## src/rtl/load_pkg.sv

```systemverilog
// Shared types, constants and helpers for the load execution unit.
package load_pkg;

  // Load control encoding; codes 0-6 follow the RISC-V load funct3 field.
  typedef enum logic [2:0] {
    LB     = 3'd0,
    LH     = 3'd1,
    LW     = 3'd2,
    LD     = 3'd3,
    LBU    = 3'd4,
    LHU    = 3'd5,
    LWU    = 3'd6,
    LD_NOP = 3'd7
  } load_ctrl_t;

  typedef enum logic [2:0] {
    S_IDLE,
    S_REQ,
    S_WAIT,
    S_RESP,
    S_EXC
  } load_state_t;

  localparam logic EXC_MISALIGNED = 1'b0;
  localparam logic EXC_ILLEGAL    = 1'b1;

  // LD and LWU only exist on a 64-bit datapath.
  function automatic logic ctrl_legal(input load_ctrl_t ctrl, input int xlen);
    logic ok;
    case (ctrl)
      LB, LH, LW, LBU, LHU, LD_NOP: ok = 1'b1;
      LD, LWU:                      ok = (xlen == 64);
      default:                      ok = 1'b0;
    endcase
    return ok;
  endfunction

  // Natural alignment check on the low effective-address bits.
  function automatic logic ctrl_aligned(input load_ctrl_t ctrl, input logic [2:0] low);
    logic ok;
    case (ctrl)
      LH, LHU: ok = (low[0] == 1'b0);
      LW, LWU: ok = (low[1:0] == 2'b00);
      LD:      ok = (low == 3'b000);
      default: ok = 1'b1;
    endcase
    return ok;
  endfunction

endpackage

```

## src/rtl/load_unit_if.sv

```systemverilog
// Request, data-memory and writeback/exception signals of the load unit.
interface load_unit_if
  import load_pkg::*;
#(
  parameter int XLEN   = 32,
  parameter int ADDR_W = XLEN
) ();

  logic              req_valid;
  logic              req_ready;
  logic [XLEN-1:0]   rs1_val;
  logic [11:0]       imm;
  load_ctrl_t        load_control;
  logic [4:0]        rd_in;

  logic              mem_req_valid;
  logic              mem_req_ready;
  logic [ADDR_W-1:0] mem_addr;
  logic              mem_rsp_valid;
  logic [XLEN-1:0]   mem_rdata;

  logic              wb_valid;
  logic              wb_we;
  logic [4:0]        wb_rd;
  logic [XLEN-1:0]   wb_data;

  logic              exc_valid;
  logic              exc_cause;
  logic [ADDR_W-1:0] exc_addr;

  // Environment side: decoder, data memory and writeback consumer.
  modport master (
    output req_valid, rs1_val, imm, load_control, rd_in,
    output mem_req_ready, mem_rsp_valid, mem_rdata,
    input  req_ready, mem_req_valid, mem_addr,
    input  wb_valid, wb_we, wb_rd, wb_data,
    input  exc_valid, exc_cause, exc_addr
  );

  // Load unit side.
  modport slave (
    input  req_valid, rs1_val, imm, load_control, rd_in,
    input  mem_req_ready, mem_rsp_valid, mem_rdata,
    output req_ready, mem_req_valid, mem_addr,
    output wb_valid, wb_we, wb_rd, wb_data,
    output exc_valid, exc_cause, exc_addr
  );

endinterface

```

## src/rtl/load_align.sv

```systemverilog
// Picks the addressed byte/half/word/double out of an aligned memory word
// and sign- or zero-extends it to the datapath width.
module load_align
  import load_pkg::*;
#(
  parameter int XLEN  = 32,
  parameter int OFF_W = $clog2(XLEN / 8)
) (
  input  logic [XLEN-1:0]  rdata,
  input  logic [OFF_W-1:0] offset,
  input  load_ctrl_t       ctrl,
  output logic [XLEN-1:0]  result
);

  logic [XLEN-1:0] shifted;

  // Little-endian lane select followed by extension chosen by load type.
  always_comb begin
    shifted = rdata >> {offset, 3'b000};
    result  = '0;
    case (ctrl)
      LB:      result = XLEN'($signed(shifted[7:0]));
      LH:      result = XLEN'($signed(shifted[15:0]));
      LW:      result = XLEN'($signed(shifted[31:0]));
      LBU:     result = XLEN'(shifted[7:0]);
      LHU:     result = XLEN'(shifted[15:0]);
      LWU:     result = XLEN'(shifted[31:0]);
      LD:      result = (XLEN == 64) ? shifted : '0;
      default: result = '0;
    endcase
  end

endmodule

```

## src/rtl/load_unit.sv

```systemverilog
// Load execution unit: effective address, memory handshake, lane extract
// and a single-cycle writeback or exception pulse. One load in flight.
module load_unit
  import load_pkg::*;
#(
  parameter int XLEN   = 32,
  parameter int ADDR_W = XLEN
) (
  input  logic        clk,
  input  logic        rst,
  load_unit_if.slave  bus
);

  localparam int OFF_W = $clog2(XLEN / 8);
  localparam logic [ADDR_W-1:0] ALIGN_MASK = ~ADDR_W'(XLEN / 8 - 1);

  load_state_t       state, state_n;
  logic [XLEN-1:0]   ea_full;
  logic [ADDR_W-1:0] ea;
  logic              req_legal;
  logic              req_aligned;
  logic              accept;

  logic [ADDR_W-1:0] ea_q;
  load_ctrl_t        ctrl_q;
  logic [4:0]        rd_q;
  logic              cause_q;
  logic [XLEN-1:0]   data_q;
  logic [XLEN-1:0]   aligned_data;

  assign ea_full     = bus.rs1_val + XLEN'($signed(bus.imm));
  assign ea          = ea_full[ADDR_W-1:0];
  assign req_legal   = ctrl_legal(bus.load_control, XLEN);
  assign req_aligned = ctrl_aligned(bus.load_control, ea[2:0]);
  assign accept      = (state == S_IDLE) && bus.req_valid;

  load_align #(.XLEN(XLEN), .OFF_W(OFF_W)) u_align (
    .rdata  (bus.mem_rdata),
    .offset (ea_q[OFF_W-1:0]),
    .ctrl   (ctrl_q),
    .result (aligned_data)
  );

  // State register; reset abandons any in-flight load.
  always_ff @(posedge clk or posedge rst) begin
    if (rst) state <= S_IDLE;
    else     state <= state_n;
  end

  // Latch the accepted load and capture the extended response data.
  always_ff @(posedge clk or posedge rst) begin
    if (rst) begin
      ea_q    <= '0;
      ctrl_q  <= LB;
      rd_q    <= '0;
      cause_q <= EXC_MISALIGNED;
      data_q  <= '0;
    end else begin
      if (accept) begin
        ea_q    <= ea;
        ctrl_q  <= bus.load_control;
        rd_q    <= bus.rd_in;
        cause_q <= req_legal ? EXC_MISALIGNED : EXC_ILLEGAL;
      end
      if ((state == S_WAIT) && bus.mem_rsp_valid) data_q <= aligned_data;
    end
  end

  // Next state and Moore outputs; result fields read zero outside their pulse.
  always_comb begin
    state_n           = state;
    bus.req_ready     = 1'b0;
    bus.mem_req_valid = 1'b0;
    bus.mem_addr      = '0;
    bus.wb_valid      = 1'b0;
    bus.wb_we         = 1'b0;
    bus.wb_rd         = '0;
    bus.wb_data       = '0;
    bus.exc_valid     = 1'b0;
    bus.exc_cause     = 1'b0;
    bus.exc_addr      = '0;
    case (state)
      S_IDLE: begin
        bus.req_ready = 1'b1;
        if (bus.req_valid) begin
          if (bus.load_control == LD_NOP)       state_n = S_IDLE;
          else if (!req_legal || !req_aligned)  state_n = S_EXC;
          else                                  state_n = S_REQ;
        end
      end
      S_REQ: begin
        bus.mem_req_valid = 1'b1;
        bus.mem_addr      = ea_q & ALIGN_MASK;
        if (bus.mem_req_ready) state_n = S_WAIT;
      end
      S_WAIT: begin
        if (bus.mem_rsp_valid) state_n = S_RESP;
      end
      S_RESP: begin
        bus.wb_valid = 1'b1;
        bus.wb_rd    = rd_q;
        bus.wb_we    = (rd_q != 5'd0);
        bus.wb_data  = data_q;
        state_n      = S_IDLE;
      end
      S_EXC: begin
        bus.exc_valid = 1'b1;
        bus.exc_cause = cause_q;
        bus.exc_addr  = ea_q;
        state_n       = S_IDLE;
      end
      default: state_n = S_IDLE;
    endcase
  end

endmodule

```

## src/flat_wrapper.sv

```systemverilog
// flat-port wrapper written by rule: the top's interface ports become plain ports
module load_unit_flat import load_pkg::*;
#(
  parameter int XLEN   = 32,
  parameter int ADDR_W = XLEN
)
  (clk, rst, bus_req_valid, bus_rs1_val, bus_imm, bus_load_control, bus_rd_in, bus_mem_req_ready, bus_mem_rsp_valid, bus_mem_rdata, bus_req_ready, bus_mem_req_valid, bus_mem_addr, bus_wb_valid, bus_wb_we, bus_wb_rd, bus_wb_data, bus_exc_valid, bus_exc_cause, bus_exc_addr);
  load_unit_if #(.XLEN(XLEN), .ADDR_W(ADDR_W)) bus_i ();
  input  logic clk;
  input  logic rst;
  input wire logic [$bits(bus_i.req_valid)-1:0] bus_req_valid;
  input wire logic [$bits(bus_i.rs1_val)-1:0] bus_rs1_val;
  input wire logic [$bits(bus_i.imm)-1:0] bus_imm;
  input wire logic [$bits(bus_i.load_control)-1:0] bus_load_control;
  input wire logic [$bits(bus_i.rd_in)-1:0] bus_rd_in;
  input wire logic [$bits(bus_i.mem_req_ready)-1:0] bus_mem_req_ready;
  input wire logic [$bits(bus_i.mem_rsp_valid)-1:0] bus_mem_rsp_valid;
  input wire logic [$bits(bus_i.mem_rdata)-1:0] bus_mem_rdata;
  output wire logic [$bits(bus_i.req_ready)-1:0] bus_req_ready;
  output wire logic [$bits(bus_i.mem_req_valid)-1:0] bus_mem_req_valid;
  output wire logic [$bits(bus_i.mem_addr)-1:0] bus_mem_addr;
  output wire logic [$bits(bus_i.wb_valid)-1:0] bus_wb_valid;
  output wire logic [$bits(bus_i.wb_we)-1:0] bus_wb_we;
  output wire logic [$bits(bus_i.wb_rd)-1:0] bus_wb_rd;
  output wire logic [$bits(bus_i.wb_data)-1:0] bus_wb_data;
  output wire logic [$bits(bus_i.exc_valid)-1:0] bus_exc_valid;
  output wire logic [$bits(bus_i.exc_cause)-1:0] bus_exc_cause;
  output wire logic [$bits(bus_i.exc_addr)-1:0] bus_exc_addr;
  assign bus_i.req_valid = bus_req_valid;
  assign bus_i.rs1_val = bus_rs1_val;
  assign bus_i.imm = bus_imm;
  assign bus_i.load_control = bus_load_control;
  assign bus_i.rd_in = bus_rd_in;
  assign bus_i.mem_req_ready = bus_mem_req_ready;
  assign bus_i.mem_rsp_valid = bus_mem_rsp_valid;
  assign bus_i.mem_rdata = bus_mem_rdata;
  assign bus_req_ready = bus_i.req_ready;
  assign bus_mem_req_valid = bus_i.mem_req_valid;
  assign bus_mem_addr = bus_i.mem_addr;
  assign bus_wb_valid = bus_i.wb_valid;
  assign bus_wb_we = bus_i.wb_we;
  assign bus_wb_rd = bus_i.wb_rd;
  assign bus_wb_data = bus_i.wb_data;
  assign bus_exc_valid = bus_i.exc_valid;
  assign bus_exc_cause = bus_i.exc_cause;
  assign bus_exc_addr = bus_i.exc_addr;
  load_unit #(.XLEN(XLEN), .ADDR_W(ADDR_W)) u_core (.clk(clk), .rst(rst), .bus(bus_i));
endmodule
```

## config.mk

```make
export PLATFORM = sky130hd
export DESIGN_NAME = load_unit_flat
export DESIGN_NICKNAME = d
export VERILOG_FILES = /design/src/rtl/load_pkg.sv /design/src/rtl/load_unit_if.sv /design/src/rtl/load_align.sv /design/src/rtl/load_unit.sv /design/src/flat_wrapper.sv
export SDC_FILE = /design/constraint.sdc
export NUM_CORES = 1
export LEC_CHECK = 0
export BUFFER_PORTS_ARGS = -buffer_cell sky130_fd_sc_hd__buf_2
export CORE_ASPECT_RATIO = 0.6
export CORE_UTILIZATION = 52
export DETAILED_ROUTE_END_ITERATION = 8
export GPL_TIMING_DRIVEN = 0
export MAX_ROUTING_LAYER = met4
export PLACE_DENSITY = 0.81
export SLEW_MARGIN = 40
export SYNTH_ARGS = -nofsm -noshare
export SYNTH_HDL_FRONTEND = slang
export SYNTH_HIERARCHICAL = 1
export SYNTH_SLANG_ARGS = --single-unit
```

## constraint.sdc

```tcl
create_clock -name clk -period 2.95 [get_ports clk]
set_input_delay 0.295 -clock clk [delete_from_list [all_inputs] [get_ports clk]]
set_output_delay 0.295 -clock clk [all_outputs]
set_load 0.02 [all_outputs]
```

# [Yosys cells after proc, flatten, opt, wreduce, memory -nomap -nowiden]
# Memory sizes are Yosys's and may differ from the RTL's.
# Cells that the tools add are included.
[classes] n_addsub=1 eq_ne=18 shifts=1 mux=19 n_bitwise=1 reduce_logical=14
[ops] operator="$pmux W32 S5" count=1
[ops] operator="$mux W32" count=3
[ops] operator="$add A32 B32 Y32" count=1
[ops] operator="$shr A32 B5 Y32" count=1
[ops] operator="$eq A3 B3 Y1 const B" count=7
[ops] operator="$eq A3 B2 Y1 const B" count=5
[ops] operator="$mux W3" count=5
[ops] operator="$eq A3 B1 Y1 const B" count=3
[ops] operator="$logic_not A3 Y1" count=3
[ops] operator="$pmux W3 S3" count=1
[ops] operator="$mux W1" count=7
[ops] operator="$ne A2 B2 Y1 const B" count=3
[ops] operator="$reduce_or A2 Y1" count=3
[ops] operator="$mux W5" count=1
[ops] operator="$reduce_bool A5 Y1" count=1
[ops] operator="$pmux W1 S3" count=1
[ops] operator="$reduce_and A3 Y1" count=1
[ops] operator="$logic_and A1 B1 Y1" count=2
[ops] operator="$logic_not A1 Y1" count=2
[ops] operator="$logic_not A2 Y1" count=1
[ops] operator="$logic_or A1 B1 Y1" count=1
[ops] operator="$not A1 Y1" count=1
[totals] ff_bits=76 mem_bits_ro=8 word_cells=61 mem_count=1
[memory_table] memory="(no name shown)" depth=8 width=1 read_ports=1 rd_ports_with_merged_regs=0 write_ports=0 line="load_pkg.sv:30" rtl="case (ctrl)"

# [Logic depth before layout (Yosys ltp)]
[logic_depth] word_depth=9 mapped_depth=10

# [Cells and area by module]
# Netlist, hierarchy kept.
[modules_own_cells] module="load_unit" n_inst=1 cells_each=606 area_per_inst_um2=5331.4 seq_area_each_um2=1901.8
[modules_own_cells] module="load_align" n_inst=1 cells_each=105 area_per_inst_um2=794.5 seq_area_each_um2=0.0

# [Worst setup path before layout]
# Ideal clock, no wire load.
[synth_timing] path_kind="in2reg" start="in bus_rs1_val[0]" end="reg u_core.ea_q[30]" setup_ns=0.131 t_arrival_ns=2.433 path_slack_ns=0.386 path_stages=10 n_path_buf=0 path_cell_list="ha_1 -> inv_1 -> fa_1 -> and2b_1 -> o2111ai_1 -> a2111oi_2 -> a2111oi_0 -> and2_1 -> o2111a_1 -> or3_1"
[synth_between] elab_chain_len=1
[synth_rtl] item="from (decl)" line="flat_wrapper.sv:12" rtl="input wire logic [$bits(bus_i.rs1_val)-1:0] bus_rs1_val;"
[synth_rtl] item="$add A32 B32 Y32" line="load_unit.sv:31" rtl="assign ea_full = bus.rs1_val + XLEN'($signed(bus.imm));"
[synth_rtl] item="to (signal assigned)" line="load_unit.sv:53" rtl="ea_q <= '0;"
[synth_rtl] item="to (signal assigned)" line="load_unit.sv:60" rtl="ea_q <= ea;"
[synth_rtl] item="to (decl)" line="load_unit.sv:24" rtl="logic [ADDR_W-1:0] ea_q;"
# Every way passes these cells.
# A chain may end at the register's enable or synchronous reset.

# [Final worst setup path]
[layout_timing] start="in bus_rs1_val[0]" end="reg u_core.ea_q[26]"
# Same word-level chain as after synthesis.

==> summary.txt <==
Power
  – P_sw: 2.81 mW
  – Sw frac: 43.9%
  – Static Leak: 3.90 nW
  – Clock share of power: between 15 and 20%
  – Internal: roughly 3.6 mW
  – Reg power frac: 29.0%
  – Logic pwr share: 53.5%
  – VDD IR max: 0.454 mV
  – Power per Cell Area: between 800 and 900 mW/mm²

Hold path
  – Hold/Removal Path Class: primary input to flip-flop

Placed design
  – RD Place Congestion: 1.03
  – Post-DP Area: approximately 0.0073 mm²
  – Post-DP HPWL: 14400 µm
  – Placed cells: around 1100
  – Port Buffer Count: 193

Clocking
  – H-tree lvl count: 3
  – Clock sinks: 76
  – Clk buf depth: 2
  – Post-CTS setup buffer count: 0
  – CTS tree: done
  – Clock transition at path regs: 0.06 ns
  – CTS buffer count: 9
  – Clock Latency Late Sink: between 0.3 and 0.4 ns
  – Root Driver: clkbuf_16

Route
  – Routed WL: roughly 18000 µm
  – DRT Pass-1 Iters: 5
  – Vias per cell: approximately 5.5
  – WL/cell: 16.6 µm
  – DR DRC count: 0
  – Vias: 6003
  – Initial DRC count: 517
  – Remaining antenna violation count: 0

STA
  – Worst clock skew: 0.00944 ns
  – Least-Margin Pin Slew: 0.814 ns
  – Final Hold Vio Count: 0
  – Fmax: 0.361 GHz
  – Final setup vio count: 0
  – Period Utilization, post-route: 94.0%
  – Max-slew violation total from the final report: 0
  – Post-layout min period: 2.77 ns
  – Slew margin rel.: 45.5%

Synth
  – YS warnings: 6
  – Sequential-to-total area share from yosys stat: around 31%
  – Asr flop ratio synth: between 90% and 100%
  – FF+latch count, synth: 76
  – Number of synthesized flops with an enable pin: 0
  – Post-synth cell types: 74
  – Post-Syn Area: between 0.006 and 0.007 mm²
  – Synthesized area per cell: 8.62 µm²
  – Synth Instances: 711
  – Main synth FF type: dfrtp_1

Finish
  – Area growth syn-to-layout: 25.1%
  – Post-Layout Cell Count: 1084
  – Layout cells sized above 1: 31.3%
  – Fin nets: 1039
  – Fin area: about 0.0077 mm²
  – Final Util: 67.4%

Worst setup path
  – Crit end category: flip-flop
  – CP required: 3.15 ns
  – WS Path Type: primary input to flip-flop
  – Crit path DAT: 2.97 ns
  – Worst Setup Start Kind: primary input
  – Worst-path fanout max: 3

Floorplanning
  – # IOs: 196
  – Die height: 86.1 µm
  – Core ar.: 0.0114 mm²
  – Die area: 0.0122 mm²
  – Row cnt: 30
  – Initial Util: 53.9%
  – Die width: 142 µm

Outcome
  – Status: finished, final reports clean

Global routing
  – Largest net degree at the start of global routing: 48
  – Vias in the first global route: roughly 5300
  – Initial antenna violation count: 1
  – Gr usage total: 31.1%
  – First-pass GRT wire length: 28600 µm
  – Congestion Overflow GR: 0

Run
  – Number of max-cap violations: 0
-- power groups by stage --
stage	Sequential [mW]	Combinational [mW]	Clock [mW]
2_1_floorplan	1.74	2.47	0
3_3_place_gp	1.84	3.30	0
3_5_place_dp	1.87	3.37	0
4_1_cts	1.85	3.39	1.14
5_1_grt	1.92	3.75	1.19
6_report	1.85	3.43	1.12
-- worst paths after layout --
| check | startpoint | to | slack, ns | cells past startpoint |
|---|---|---|---|---|
| worst max-delay path | bus_rs1_val[0] | u_core/ea_q[26] | 0.18 | 11 |
| worst min register to register | u_core/cause_q | u_core/cause_q | 0.48 | 2 |
| min in group asynchronous | rst | u_core/data_q[24] | 0.48 | 3 |
| worst min-delay path | bus_rd_in[2] | u_core/rd_q[2] | 0.15 | 3 |
| worst max register to register | u_core/state[0] | u_core/ea_q[23] | 0.48 | 7 |
| max in group asynchronous | rst | u_core/ctrl_q[2] | 1.93 | 4 |
-- final cells by class --
class / instances / area (µm²)
clock inverter: 6 / 71.3
timing repair buffer: 195 / 1000
sequential: 76 / 1900
clock buffer: 10 / 229
inverter: 11 / 46.3
antenna: 1 / 2.50
tap: 160 / 200
fill: 994 / 3710
buffer: 43 / 223
multi-input combinational: 582 / 3990
-- cells in the final DEF, fill, tap and decap left out, types with 3 or more instances in the layout --
cell / count
dfrtp_1: 76
a21o_1: 21
buf_1: 5
nand2b_1: 3
xnor2_1: 20
buf_4: 6
ha_1: 31
nor4_1: 3
a31oi_1: 3
buf_6: 3
a211oi_1: 10
nand4_1: 11
nor3_1: 6
mux2_2: 39
clkbuf_16: 9
buf_2: 197
nand3_1: 14
mux2i_1: 18
nor2_1: 25
nand2_1: 100
inv_1: 9
a21oi_1: 34
inv_6: 3
clkbuf_1: 25
a221o_1: 6
nor2b_1: 3
xor2_1: 11
and2_1: 106
or3_1: 5
o21ai_0: 52
o21a_1: 5
-- cells in the mapped netlist (2+ instances only) --
cell type | number | area [µm²]
o41ai_1 | 2 | 17.5
o21ai_2 | 2 | 17.5
nand2_1 | 100 | 375
mux2_2 | 39 | 439
nor2_1 | 25 | 93.8
xor2_1 | 11 | 96.3
a31oi_1 | 4 | 25.0
xnor2_1 | 20 | 175
o21a_1 | 5 | 37.5
buf_1 | 5 | 18.8
inv_1 | 10 | 37.5
a31o_2 | 2 | 17.5
and3_1 | 2 | 12.5
nor3_2 | 2 | 20.0
or3_1 | 5 | 31.3
nand2b_1 | 3 | 18.8
nand2_2 | 2 | 12.5
o221a_2 | 2 | 22.5
nor3_1 | 6 | 30.0
o2111ai_1 | 2 | 17.5
o21bai_1 | 2 | 15.0
o21ai_0 | 52 | 260
nand3_1 | 14 | 70.1
mux2i_1 | 18 | 180
nand4_1 | 11 | 68.8
nor2b_1 | 3 | 18.8
a21oi_1 | 34 | 170
buf_4 | 6 | 45.0
buf_2 | 4 | 20.0
clkbuf_1 | 24 | 90.1
and2_1 | 106 | 663
nor3b_1 | 2 | 15.0
a21o_1 | 21 | 158
a211oi_1 | 10 | 75.1
buf_6 | 3 | 33.8
a221o_1 | 6 | 60.1
or3b_1 | 2 | 17.5
ha_1 | 31 | 388
dfrtp_1 | 76 | 1900
nor4_1 | 3 | 18.8
-- layer usage --
| metal | GRT usage (%) | up-vias | share of wire, % |
|---|---|---|---|
| met1 | 49.0 | 2821 | 53 |
| met5 | - | - | 0 |
| met3 | 5.47 | 10 | 7.7 |
| met4 | 4.89 | 0 | 0.68 |
| met2 | 40.6 | 260 | 38 |
| li1 | - | 2912 | - |
-- critical path: stages --
cell       delay (ns)
buf_2            0.08
ha_1             0.17
inv_1            0.06
fa_1             0.40
and2b_1          0.24
o2111ai_1        0.19
a2111oi_2        0.44
a211oi_1         0.20
o41ai_1          0.62
xnor2_1          0.20
o21ai_1          0.08
-- logic make-up after synthesis --
group | Yosys count | share of synthesized area, %
AOI/OAI and AO/OA | 163 | 17.4
xor gates and xnor gates | 31 | 4.43
adders and majority gates | 32 | 6.66
buffers and inverters | 54 | 4.31
DFF | 76 | 31.0
muxes | 59 | 10.7
other | 1 | 0.0612
and+or+nand+nor | 295 | 25.3
-- metrics by stage --
stage	hold slack (ns)	total power, mW	worst slack, ns	TNS [ns]
finish	0.151	6.41	0.178	0
global route	0.163	6.86	-0.00839	-0.00839
CTS	0.142	6.38	0.270	0
detailed placement	0.287	5.24	-0.0490	-0.0552
global placement	0.443	5.14	-0.306	-23.14
floorplan	0.400	4.22	0.386	0
-- state kept, by name (all words and copies together) (netlist names) --
signal          flops
u_core/state        3
u_core/cause_q      1
u_core/ctrl_q       3
u_core/data_q      32
u_core/ea_q        32
u_core/rd_q         5
-- what timing repair did --
| action | in CTS | in global routing |
|---|---|---|
| setup endpoints to repair | 0 | 1 |
| hold buffers | 1 | 0 |
| gates resized for setup | 0 | 1 |
| hold endpoints to repair | 29 | 0 |
No activity file was read; power rests on OpenSTA's default activity.
